===== config.mk =====
export PLATFORM = sky130hd
export DESIGN_NAME = pc_sequencer_flat
export DESIGN_NICKNAME = d
export VERILOG_FILES = /design/src/rtl/cpu_pkg.sv /design/src/rtl/pc_sequencer_if.sv /design/src/rtl/pc_sequencer.sv /design/src/flat_wrapper.sv
export SDC_FILE = /design/constraint.sdc
export NUM_CORES = 1
export LEC_CHECK = 0
export BUFFER_PORTS_ARGS = -buffer_cell sky130_fd_sc_hd__buf_2
export CORE_MARGIN = 1
export CORE_UTILIZATION = 30
export CTS_CLUSTER_SIZE = 14
export DETAILED_ROUTE_END_ITERATION = 10
export SETUP_SLACK_MARGIN = 0.4
export SLEW_MARGIN = 30
export SYNTH_ARGS = -nofsm -noshare
export SYNTH_HDL_FRONTEND = slang
export SYNTH_SLANG_ARGS = --single-unit

===== constraint.sdc =====
create_clock -name clk -period 2.8 [get_ports clk]
set_clock_uncertainty 0.15 [all_clocks]
set_input_delay 0 -clock clk [delete_from_list [all_inputs] [get_ports clk]]
set_output_delay 0 -clock clk [all_outputs]
set_load 0.01 [all_outputs]

===== src/rtl/cpu_pkg.sv =====
`default_nettype none
// ============================================================================
// Module      : cpu_pkg
// Description : Shared types and constants for the multi-cycle RV32I core.
//               Holds the PC sequencer state encoding, the default reset PC,
//               the instruction size, and an alignment helper.
// Revision    : 1.0 - initial release
// ============================================================================
package cpu_pkg;

  typedef enum logic [1:0] {
    IDLE  = 2'd0,
    FETCH = 2'd1,
    HOLD  = 2'd2,
    FAULT = 2'd3
  } pcseq_state_t;

  localparam logic [31:0] RESET_PC_DEFAULT = 32'h0000_0000;
  localparam int          INSTR_BYTES      = 4;

  // A target is usable only when it sits on a 4-byte instruction boundary.
  function automatic logic is_misaligned(input logic [1:0] addr_lsb);
    return (addr_lsb != 2'b00);
  endfunction

endpackage
`default_nettype wire


===== src/rtl/pc_sequencer_if.sv =====
`default_nettype none
// ============================================================================
// Module      : pc_sequencer_if
// Description : Bundle of the PC sequencer's bus-facing signals.
//               imem_*     : fetch request/response with instruction memory
//               instr*     : instruction hand-off to decode
//               redirect_* : control-flow redirect from execute
//               master = sequencer side, slave = memory/decode/execute side.
// Revision    : 1.0 - initial release
// ============================================================================
interface pc_sequencer_if #(
  parameter int XLEN = 32
);
  logic            imem_req;
  logic [XLEN-1:0] imem_addr;
  logic            imem_ready;
  logic [31:0]     imem_rdata;
  logic            instr_valid;
  logic [31:0]     instr;
  logic [XLEN-1:0] instr_pc;
  logic            instr_ready;
  logic            redirect_valid;
  logic [XLEN-1:0] redirect_target;

  modport master (
    output imem_req, imem_addr, instr_valid, instr, instr_pc,
    input  imem_ready, imem_rdata, instr_ready, redirect_valid, redirect_target
  );

  modport slave (
    input  imem_req, imem_addr, instr_valid, instr, instr_pc,
    output imem_ready, imem_rdata, instr_ready, redirect_valid, redirect_target
  );
endinterface
`default_nettype wire


===== src/rtl/pc_sequencer.sv =====
`default_nettype none
// ============================================================================
// Module      : pc_sequencer
// Description : Program-counter sequencer. Owns the PC, issues one fetch at a
//               time, holds the returned word for decode, applies redirects
//               from execute, discards fetches made stale by a redirect,
//               traps misaligned targets and counts accepted instructions.
// Ports       : clk, rst_n     - clock, async active-low reset
//               bus (master)   - imem / decode / redirect signals
//               fault          - sticky misaligned-target fault
//               fetch_count    - instructions accepted by decode (wraps)
// Revision    : 1.0 - initial release
// ============================================================================
module pc_sequencer
  import cpu_pkg::*;
#(
  parameter int              XLEN     = 32,
  parameter logic [XLEN-1:0] RESET_PC = XLEN'(RESET_PC_DEFAULT)
) (
  input  wire logic          clk,
  input  wire logic          rst_n,
  pc_sequencer_if.master     bus,
  output logic               fault,
  output logic [31:0]        fetch_count
);

  pcseq_state_t    state_q, state_d;
  logic [XLEN-1:0] pc_q, pc_d;
  logic [31:0]     instr_q, instr_d;
  logic [XLEN-1:0] instr_pc_q, instr_pc_d;
  logic            fault_q, fault_d;
  logic [31:0]     count_q, count_d;
  logic            kill_q, kill_d;
  logic [XLEN-1:0] pend_target_q, pend_target_d;
  logic [XLEN-1:0] resolved_target;

  always_ff @(posedge clk or negedge rst_n) begin
    if (!rst_n) begin
      state_q       <= IDLE;
      pc_q          <= RESET_PC;
      instr_q       <= '0;
      instr_pc_q    <= '0;
      fault_q       <= 1'b0;
      count_q       <= '0;
      kill_q        <= 1'b0;
      pend_target_q <= '0;
    end else begin
      state_q       <= state_d;
      pc_q          <= pc_d;
      instr_q       <= instr_d;
      instr_pc_q    <= instr_pc_d;
      fault_q       <= fault_d;
      count_q       <= count_d;
      kill_q        <= kill_d;
      pend_target_q <= pend_target_d;
    end
  end

  // When a stale fetch completes, a redirect arriving in that same cycle is
  // newer than anything parked in pend_target.
  assign resolved_target = bus.redirect_valid ? bus.redirect_target : pend_target_q;

  always_comb begin
    state_d       = state_q;
    pc_d          = pc_q;
    instr_d       = instr_q;
    instr_pc_d    = instr_pc_q;
    fault_d       = fault_q;
    count_d       = count_q;
    kill_d        = kill_q;
    pend_target_d = pend_target_q;

    case (state_q)
      IDLE: begin
        state_d = FETCH;
        if (bus.redirect_valid) begin
          pc_d = bus.redirect_target;
          if (is_misaligned(bus.redirect_target[1:0])) begin
            state_d = FAULT;
            fault_d = 1'b1;
          end
        end
      end

      FETCH: begin
        if (bus.imem_ready) begin
          if (kill_q || bus.redirect_valid) begin
            // Stale response: drop rdata and restart at the newest target.
            pc_d   = resolved_target;
            kill_d = 1'b0;
            if (is_misaligned(resolved_target[1:0])) begin
              state_d = FAULT;
              fault_d = 1'b1;
            end
          end else begin
            instr_d    = bus.imem_rdata;
            instr_pc_d = pc_q;
            pc_d       = pc_q + XLEN'(INSTR_BYTES);
            state_d    = HOLD;
          end
        end else if (bus.redirect_valid) begin
          // The request in flight must stay stable, so park the target and
          // apply it once memory answers.
          kill_d        = 1'b1;
          pend_target_d = bus.redirect_target;
        end
      end

      HOLD: begin
        if (bus.redirect_valid) begin
          pc_d = bus.redirect_target;
          if (is_misaligned(bus.redirect_target[1:0])) begin
            state_d = FAULT;
            fault_d = 1'b1;
          end else begin
            state_d = FETCH;
          end
        end else if (bus.instr_ready) begin
          count_d = count_q + 32'd1;
          state_d = FETCH;
        end
      end

      FAULT: begin
        state_d = FAULT;
      end

      default: begin
        state_d = IDLE;
      end
    endcase
  end

  assign bus.imem_req    = (state_q == FETCH);
  assign bus.imem_addr   = pc_q;
  assign bus.instr_valid = (state_q == HOLD);
  assign bus.instr       = instr_q;
  assign bus.instr_pc    = instr_pc_q;
  assign fault           = fault_q;
  assign fetch_count     = count_q;

endmodule
`default_nettype wire

===== src/flat_wrapper.sv =====
// flat-port wrapper written by rule: the top's interface ports become plain ports
module pc_sequencer_flat import cpu_pkg::*;
#(
  parameter int              XLEN     = 32,
  parameter logic [XLEN-1:0] RESET_PC = XLEN'(RESET_PC_DEFAULT)
)
  (clk, rst_n, fault, fetch_count, bus_imem_req, bus_imem_addr, bus_instr_valid, bus_instr, bus_instr_pc, bus_imem_ready, bus_imem_rdata, bus_instr_ready, bus_redirect_valid, bus_redirect_target);
  pc_sequencer_if #(.XLEN(XLEN)) bus_i ();
  input  wire logic clk;
  input  wire logic rst_n;
  output logic fault;
  output logic [31:0] fetch_count;
  output wire logic [$bits(bus_i.imem_req)-1:0] bus_imem_req;
  output wire logic [$bits(bus_i.imem_addr)-1:0] bus_imem_addr;
  output wire logic [$bits(bus_i.instr_valid)-1:0] bus_instr_valid;
  output wire logic [$bits(bus_i.instr)-1:0] bus_instr;
  output wire logic [$bits(bus_i.instr_pc)-1:0] bus_instr_pc;
  input wire logic [$bits(bus_i.imem_ready)-1:0] bus_imem_ready;
  input wire logic [$bits(bus_i.imem_rdata)-1:0] bus_imem_rdata;
  input wire logic [$bits(bus_i.instr_ready)-1:0] bus_instr_ready;
  input wire logic [$bits(bus_i.redirect_valid)-1:0] bus_redirect_valid;
  input wire logic [$bits(bus_i.redirect_target)-1:0] bus_redirect_target;
  assign bus_imem_req = bus_i.imem_req;
  assign bus_imem_addr = bus_i.imem_addr;
  assign bus_instr_valid = bus_i.instr_valid;
  assign bus_instr = bus_i.instr;
  assign bus_instr_pc = bus_i.instr_pc;
  assign bus_i.imem_ready = bus_imem_ready;
  assign bus_i.imem_rdata = bus_imem_rdata;
  assign bus_i.instr_ready = bus_instr_ready;
  assign bus_i.redirect_valid = bus_redirect_valid;
  assign bus_i.redirect_target = bus_redirect_target;
  pc_sequencer #(.XLEN(XLEN), .RESET_PC(RESET_PC)) u_core (.clk(clk), .rst_n(rst_n), .bus(bus_i), .fault(fault), .fetch_count(fetch_count));
endmodule

; Yosys cells after proc, flatten, opt, wreduce, memory -nomap -nowiden
; Cells that the tools add are included.
[classes]
eq_ne = 11
mux = 22
bitwise = 3
add_sub_neg = 2
n_reduce_logical = 14
[ops]
columns = operator, count
row1 = $mux W32, 4
row2 = $pmux W32 S2, 1
row3 = $add A32 B1 Y32 const B, 1
row4 = $add A32 B3 Y32 const B, 1
row5 = $reduce_and A3 Y1, 5
row6 = $mux W2, 7
row7 = $ne A2 B1 Y1 const B, 6
row8 = $mux W1, 8
row9 = $pmux W2 S4, 1
row10 = $reduce_bool A2 Y1, 4
row11 = $reduce_and A6 Y1, 1
row12 = $eq A2 B2 Y1 const B, 2
row13 = $ne A3 B1 Y1 const B, 1
row14 = $ne A3 B3 Y1 const B, 1
row15 = $not A1 Y1, 3
row16 = $eq A2 B1 Y1 const B, 1
row17 = $logic_not A2 Y1, 1
row18 = $pmux W1 S2, 1
row19 = $reduce_and A2 Y1, 1
row20 = $reduce_or A2 Y1, 1
row21 = $logic_or A1 B1 Y1, 1
[word_totals]
wordCells = 60
register_bits = 164
output_inout_bits = 131

; Longest topological paths before layout
[depth]
depth_word = 6
mapped_depth = 8
ltp_nobuf = 6

; Worst setup path after synthesis
; OpenSTA, ideal clock, no wires.
[synth_path]
kind = reg-to-reg
start = register u_core.pc_q[2] (netlist: u_core.bus.imem_addr[2])
end = register u_core.pc_q[22] (netlist: u_core.bus.imem_addr[22])
t_arrival_ns = 1.823
stages_incl_launch_ff = 7
path_buffers = 0
setup_slack_ns = 0.751
required_ns = 2.574
setup_ns = 0.076
synth_period_minus_slack_ns = 2.049
cell_sequence = dfrtp_1 -> ha_1 -> nand4_2 -> nor3_2 -> nand2_1 -> o41a_1 -> o21ai_1
[synth_via]
elab_chain_len = 4
[synth_rtl]
columns = item, line
row1 = start: declaration, pc_sequencer.sv:28  ; logic [XLEN-1:0] pc_q, pc_d;
row2 = start signal: assignment, pc_sequencer.sv:49  ; pc_q <= pc_d;
row3 = $add A32 B3 Y32, pc_sequencer.sv:98  ; pc_d = pc_q + XLEN'(INSTR_BYTES);
row4 = $mux W32, pc_sequencer.sv:87  ; if (kill_q || bus.redirect_valid) begin
row5 = $mux W32, pc_sequencer.sv:86  ; if (bus.imem_ready) begin
row6 = $pmux W32 S2, pc_sequencer.sv:73  ; case (state_q)
; Every way passes these cells. The select of a mux whose other input is x is not followed.
; A chain may end at the register's enable or synchronous reset.

; Worst setup path after layout
; Ends and elaborated chain as after synthesis.

==> summary.md <==
| Metric | Value |
|---|---|
| Status | finished clean |
| Worst path bufs/invs | 1 |
| R2R depth | 7 |
| Worst Hold Endpoint | u_core.bus.instr[2] |
| Final hold slack | 0.186 ns |
| TritonCTS clock tree | built |
| Startpoint of the lowest-slack register-to-register path | u_core.bus.imem_addr[2] |
| Delay-heaviest family, CP | simple AND/OR/NAND/NOR gates |
| Starting utilization of the core area | 30.8% |
| Area occupied by multi-input gates | 3250 sq um |
| Final Critical Period | 2.16 ns |
| Setup repair bufs after CTS | 0 |
| Die Wd | 160 um |
| Yosys warns | 0 |
| Post-synthesis instance total | 654 |
| Worst-Skew Late Latency | 0.43 ns |
| Critical path arrival | 2.36 ns |
| Count of cells resized by post-cts repair | 0 |
| Number of nets produced by synthesis | 725 |
| Max Transition Viols Final | 0 |
| Worst slew pin tran | 0.661 ns |
| Post-Synthesis Mean Instance Area | 11.5 sq um |
| Power density cells | 638 nW/um^2 |
| Endpoints failing setup | 0 |
| DRC marker count from the first detailed-route iteration | 327 |
| Peak VDD IR | 0.394 mV |
| Start point of the worst min-delay path | bus_imem_rdata[2] |
| Final TNS setup | 0 ns |
| RSZ-0062 raised after global routing | false |
| Post-synthesis cell type with the largest combined area | sky130_fd_sc_hd__dfrtp_1 |
| Inserted Clock Buffers | 17 |
| Cell Chain, Critical Path | ha_1, nand4_2, nor3_2, buf_4, nand2_1, o41a_1, o21ai_1 |
| Total inserted antenna cells | 0 |
| Number of vias in the routed layout | 6125 |
| Max-slew headroom at the worst pin | 55.9% |
| Post-detailed-route count of antenna-violating nets | 0 |
| Worst-path cell with the longest stage delay | sky130_fd_sc_hd__dfrtp_1 |
| Maximum clock path buffer count | 2 |
| Max-capacitance violation count | 0 |
| Reg2Reg Capture Point | u_core.bus.imem_addr[22] |
| Count of boundary I/O pins | 200 |
| FMAX | 463 MHz |
| Share of the synthesized area in the top cell type | 54.5% |
| Worst min-delay path category | input pin to flip-flop |
| Area of the mapped netlist | 7530 sq um |
| Std cell rows | 57 |
| Routed Wire Length | 20400 um |
| Buffers on Ports | 199 |
| Die outline height | 160 um |
| Vias in the first global route | 6103 |
| Critical Path Fanout Max | 8 |
| Flop2flop setup slack | 0.64 ns |
| Share of the yosys chip area belonging to registers | 54.5% |
| Worst-path clk slew | 0.07 ns |
| Hold depth | 3 |
| Core footprint | 24500 sq um |
| Worst path required time | 3.00 ns |
| Nets | 995 |
| Detail-routed net length per standard cell | 16.2 um |
| Flip-flop cell with the highest count after synthesis | sky130_fd_sc_hd__dfrtp_1 |
| Count of cell types in the netlist | 59 |
| Number of antenna violations at the first check in global routing | 0 |
| Asr flop ratio synth | 100% |
| Area growth from synthesis to final layout | 36.1% |
| Design area | 10200 sq um |
| Final design utilization | 41.9% |
| Total overflow reported by the global router | 0 |
| Ratio of cells with drive above 1 in the final layout | 37.6% |
| Placed wire-length estimate after detailed placement | 13900 um |
| Worst path max stage delay | 0.43 ns |
| Number of enable flip-flop cells after synthesis | 0 |
| Average via count per standard cell | 4.86 |
| Die area | 25700 sq um |
| Maximum number of pins on one net before global-route repair | 62 |
| Reg area | 4100 sq um |
| Post-layout total power | 0.00654 W |
| Synthesis-stage register bit count | 164 |
| Number of iterations in the first detailed-routing pass | 5 |
| Clock root buffer master | sky130_fd_sc_hd__clkbuf_16 |
| Startpoint Class | flip-flop |
| Share of the clock period used by the worst path after layout | 77.1% |
| Number of fillers in the final layout | 2341 |
| Number of H-tree levels | 4 |
| Synth area leaders | sky130_fd_sc_hd__dfrtp_1 (55%), sky130_fd_sc_hd__mux2_2 (14%), sky130_fd_sc_hd__o21ai_0 (3.0%), sky130_fd_sc_hd__xnor2_1 (2.7%), sky130_fd_sc_hd__nand2_1 (2.5%) |
| CP Capture Type | flip-flop |
| Leak | 5.10 nW |
| Post-place instance area | 8960 sq um |
| Remaining routing DRC violations | 0 |
| Global router's overall resource usage | 16.4% |
| Routability cong. | 0.773 |
| Crit Path Category | flip-flop to flip-flop |
| Global-route wire length before repair | 33200 um |
| Number of hold violations in the final report | 0 |
| Sink count of the clock tree | 164 |
## routing by layer
layer | part of all wire, % | track usage [%] | vias to the layer above
li1 | - | - | 2934
met3 | 4.9 | 3.51 | 12
met2 | 48 | 26.6 | 182
met5 | 0 | 0 | -
met4 | 0.70 | 4.46 | 0
met1 | 47 | 22.1 | 2997
## cell usage in the layout (no fill, tap or decap), types with 4 or more instances in the layout
master,instances
sky130_fd_sc_hd__buf_4,14
sky130_fd_sc_hd__nand2b_1,5
sky130_fd_sc_hd__a22o_1,5
sky130_fd_sc_hd__dlygate4sd3_1,72
sky130_fd_sc_hd__buf_2,198
sky130_fd_sc_hd__o311ai_0,4
sky130_fd_sc_hd__xor2_1,8
sky130_fd_sc_hd__clkbuf_16,17
sky130_fd_sc_hd__a31oi_1,6
sky130_fd_sc_hd__nor4_1,5
sky130_fd_sc_hd__nand3_1,33
sky130_fd_sc_hd__clkinvlp_4,6
sky130_fd_sc_hd__or3_1,4
sky130_fd_sc_hd__o311a_1,6
sky130_fd_sc_hd__o21ai_0,45
sky130_fd_sc_hd__xnor2_1,23
sky130_fd_sc_hd__inv_1,9
sky130_fd_sc_hd__dfrtp_1,164
sky130_fd_sc_hd__and4_1,6
sky130_fd_sc_hd__mux2_2,95
sky130_fd_sc_hd__nor3_1,9
sky130_fd_sc_hd__a21oi_1,27
sky130_fd_sc_hd__nor2_1,20
sky130_fd_sc_hd__and3_1,20
sky130_fd_sc_hd__and2_1,6
sky130_fd_sc_hd__nand2_1,50
sky130_fd_sc_hd__nand4_1,14
sky130_fd_sc_hd__o22ai_1,6
## metrics by stage
| step | setup WS (ns) | instances |
|---|---|---|
| after floorplan | 0.751 | 654 |
| after global placement | 0.663 | 1157 |
| after detailed placement | 0.650 | 1157 |
| after CTS | 0.629 | 1260 |
| after global routing | 0.478 | 1260 |
| final | 0.640 | 1260 |
## worst register-to-register path, cell delays in order, from the launching register on
cell	delay (ns)
sky130_fd_sc_hd__dfrtp_1	0.43
sky130_fd_sc_hd__ha_1	0.25
sky130_fd_sc_hd__nand4_2	0.25
sky130_fd_sc_hd__nor3_2	0.24
sky130_fd_sc_hd__buf_4	0.18
sky130_fd_sc_hd__nand2_1	0.10
sky130_fd_sc_hd__o41a_1	0.39
sky130_fd_sc_hd__o21ai_1	0.11
## synthesized netlist by cell type (3+ instances only)
cell                       instances
sky130_fd_sc_hd__and4_1            6
sky130_fd_sc_hd__or3_1             4
sky130_fd_sc_hd__or2_2             3
sky130_fd_sc_hd__dfrtp_1         164
sky130_fd_sc_hd__and2_1            6
sky130_fd_sc_hd__o22ai_1           6
sky130_fd_sc_hd__nor2_1           20
sky130_fd_sc_hd__nand2b_1          5
sky130_fd_sc_hd__xnor2_1          23
sky130_fd_sc_hd__nor4_1            5
sky130_fd_sc_hd__buf_2             9
sky130_fd_sc_hd__nand3_1          33
sky130_fd_sc_hd__nor3_1            9
sky130_fd_sc_hd__a31oi_1           6
sky130_fd_sc_hd__and3_1           20
sky130_fd_sc_hd__clkbuf_1         23
sky130_fd_sc_hd__nand4_1          14
sky130_fd_sc_hd__o311a_1           6
sky130_fd_sc_hd__o31a_1            3
sky130_fd_sc_hd__nand2_1          50
sky130_fd_sc_hd__inv_1             9
sky130_fd_sc_hd__buf_1             3
sky130_fd_sc_hd__a221o_1           3
sky130_fd_sc_hd__a22o_1            5
sky130_fd_sc_hd__a211oi_1          3
sky130_fd_sc_hd__xor2_1            8
sky130_fd_sc_hd__a21oi_1          27
sky130_fd_sc_hd__mux2_2           95
sky130_fd_sc_hd__o311ai_0          4
sky130_fd_sc_hd__o21ai_0          45
## how the worst max path moves through the flow
stage                       startpoint                       end  slack (ns)  cells after the start
2_1_floorplan  u_core.bus.imem_addr[2]  u_core.bus.imem_addr[22]        0.75                      6
3_3_place_gp         u_core.state_q[1]  u_core.bus.imem_addr[23]        0.66                      4
3_5_place_dp   u_core.bus.imem_addr[2]  u_core.bus.imem_addr[28]        0.65                      7
4_1_cts        u_core.bus.imem_addr[2]  u_core.bus.imem_addr[28]        0.63                      7
5_1_grt          u_core.fetch_count[6]    u_core.fetch_count[27]        0.48                      5
6_report       u_core.bus.imem_addr[2]  u_core.bus.imem_addr[22]        0.64                      7
## final cells by class
cell class	instances	area share [%]
clock buffers	20	4.26
flip-flops and latches	164	40.1
well taps	324	3.96
inverters	9	0.330
repair buffers	288	18.4
multi-input cells	444	31.7
clock inverters	11	1.27
## registers in the layout (all words and copies together) (netlist names)
register              flops
u_core.bus.imem_addr     32
u_core.bus.instr         32
u_core.bus.instr_pc      32
u_core.fault              1
u_core.fetch_count       32
u_core.kill_q             1
u_core.pend_target_q     32
u_core.state_q            2
## kinds of logic (layout without fill, tap and decap cells)
| family | after synthesis | count (layout) | synth area share [%] |
|---|---|---|---|
| buffers and inverters | 46 | 328 | 2.54 |
| AND/OR/NAND/NOR | 190 | 190 | 14.0 |
| multiplexers | 96 | 96 | 14.3 |
| XOR/XNOR | 31 | 31 | 3.61 |
| adder cells (fa/ha/maj) | 2 | 2 | 0.332 |
| AO/OA/AOI/OAI | 125 | 125 | 10.6 |
| flip-flops | 164 | 164 | 54.5 |
## report_power, final
| group | internal, W | switching (W) | total, W |
|---|---|---|---|
| logic | 0.000578 | 0.000655 | 0.00123 |
| clock network | 0.00131 | 0.000978 | 0.00229 |
| registers | 0.00268 | 0.000337 | 0.00302 |
## timing repair
| action | CTS | global route |
|---|---|---|
| hold buffers | 72 | 0 |
| setup endpoints to repair | 0 | 0 |
| hold endpoints to repair | 230 | 0 |
Power figures use the tool's default switching activity.
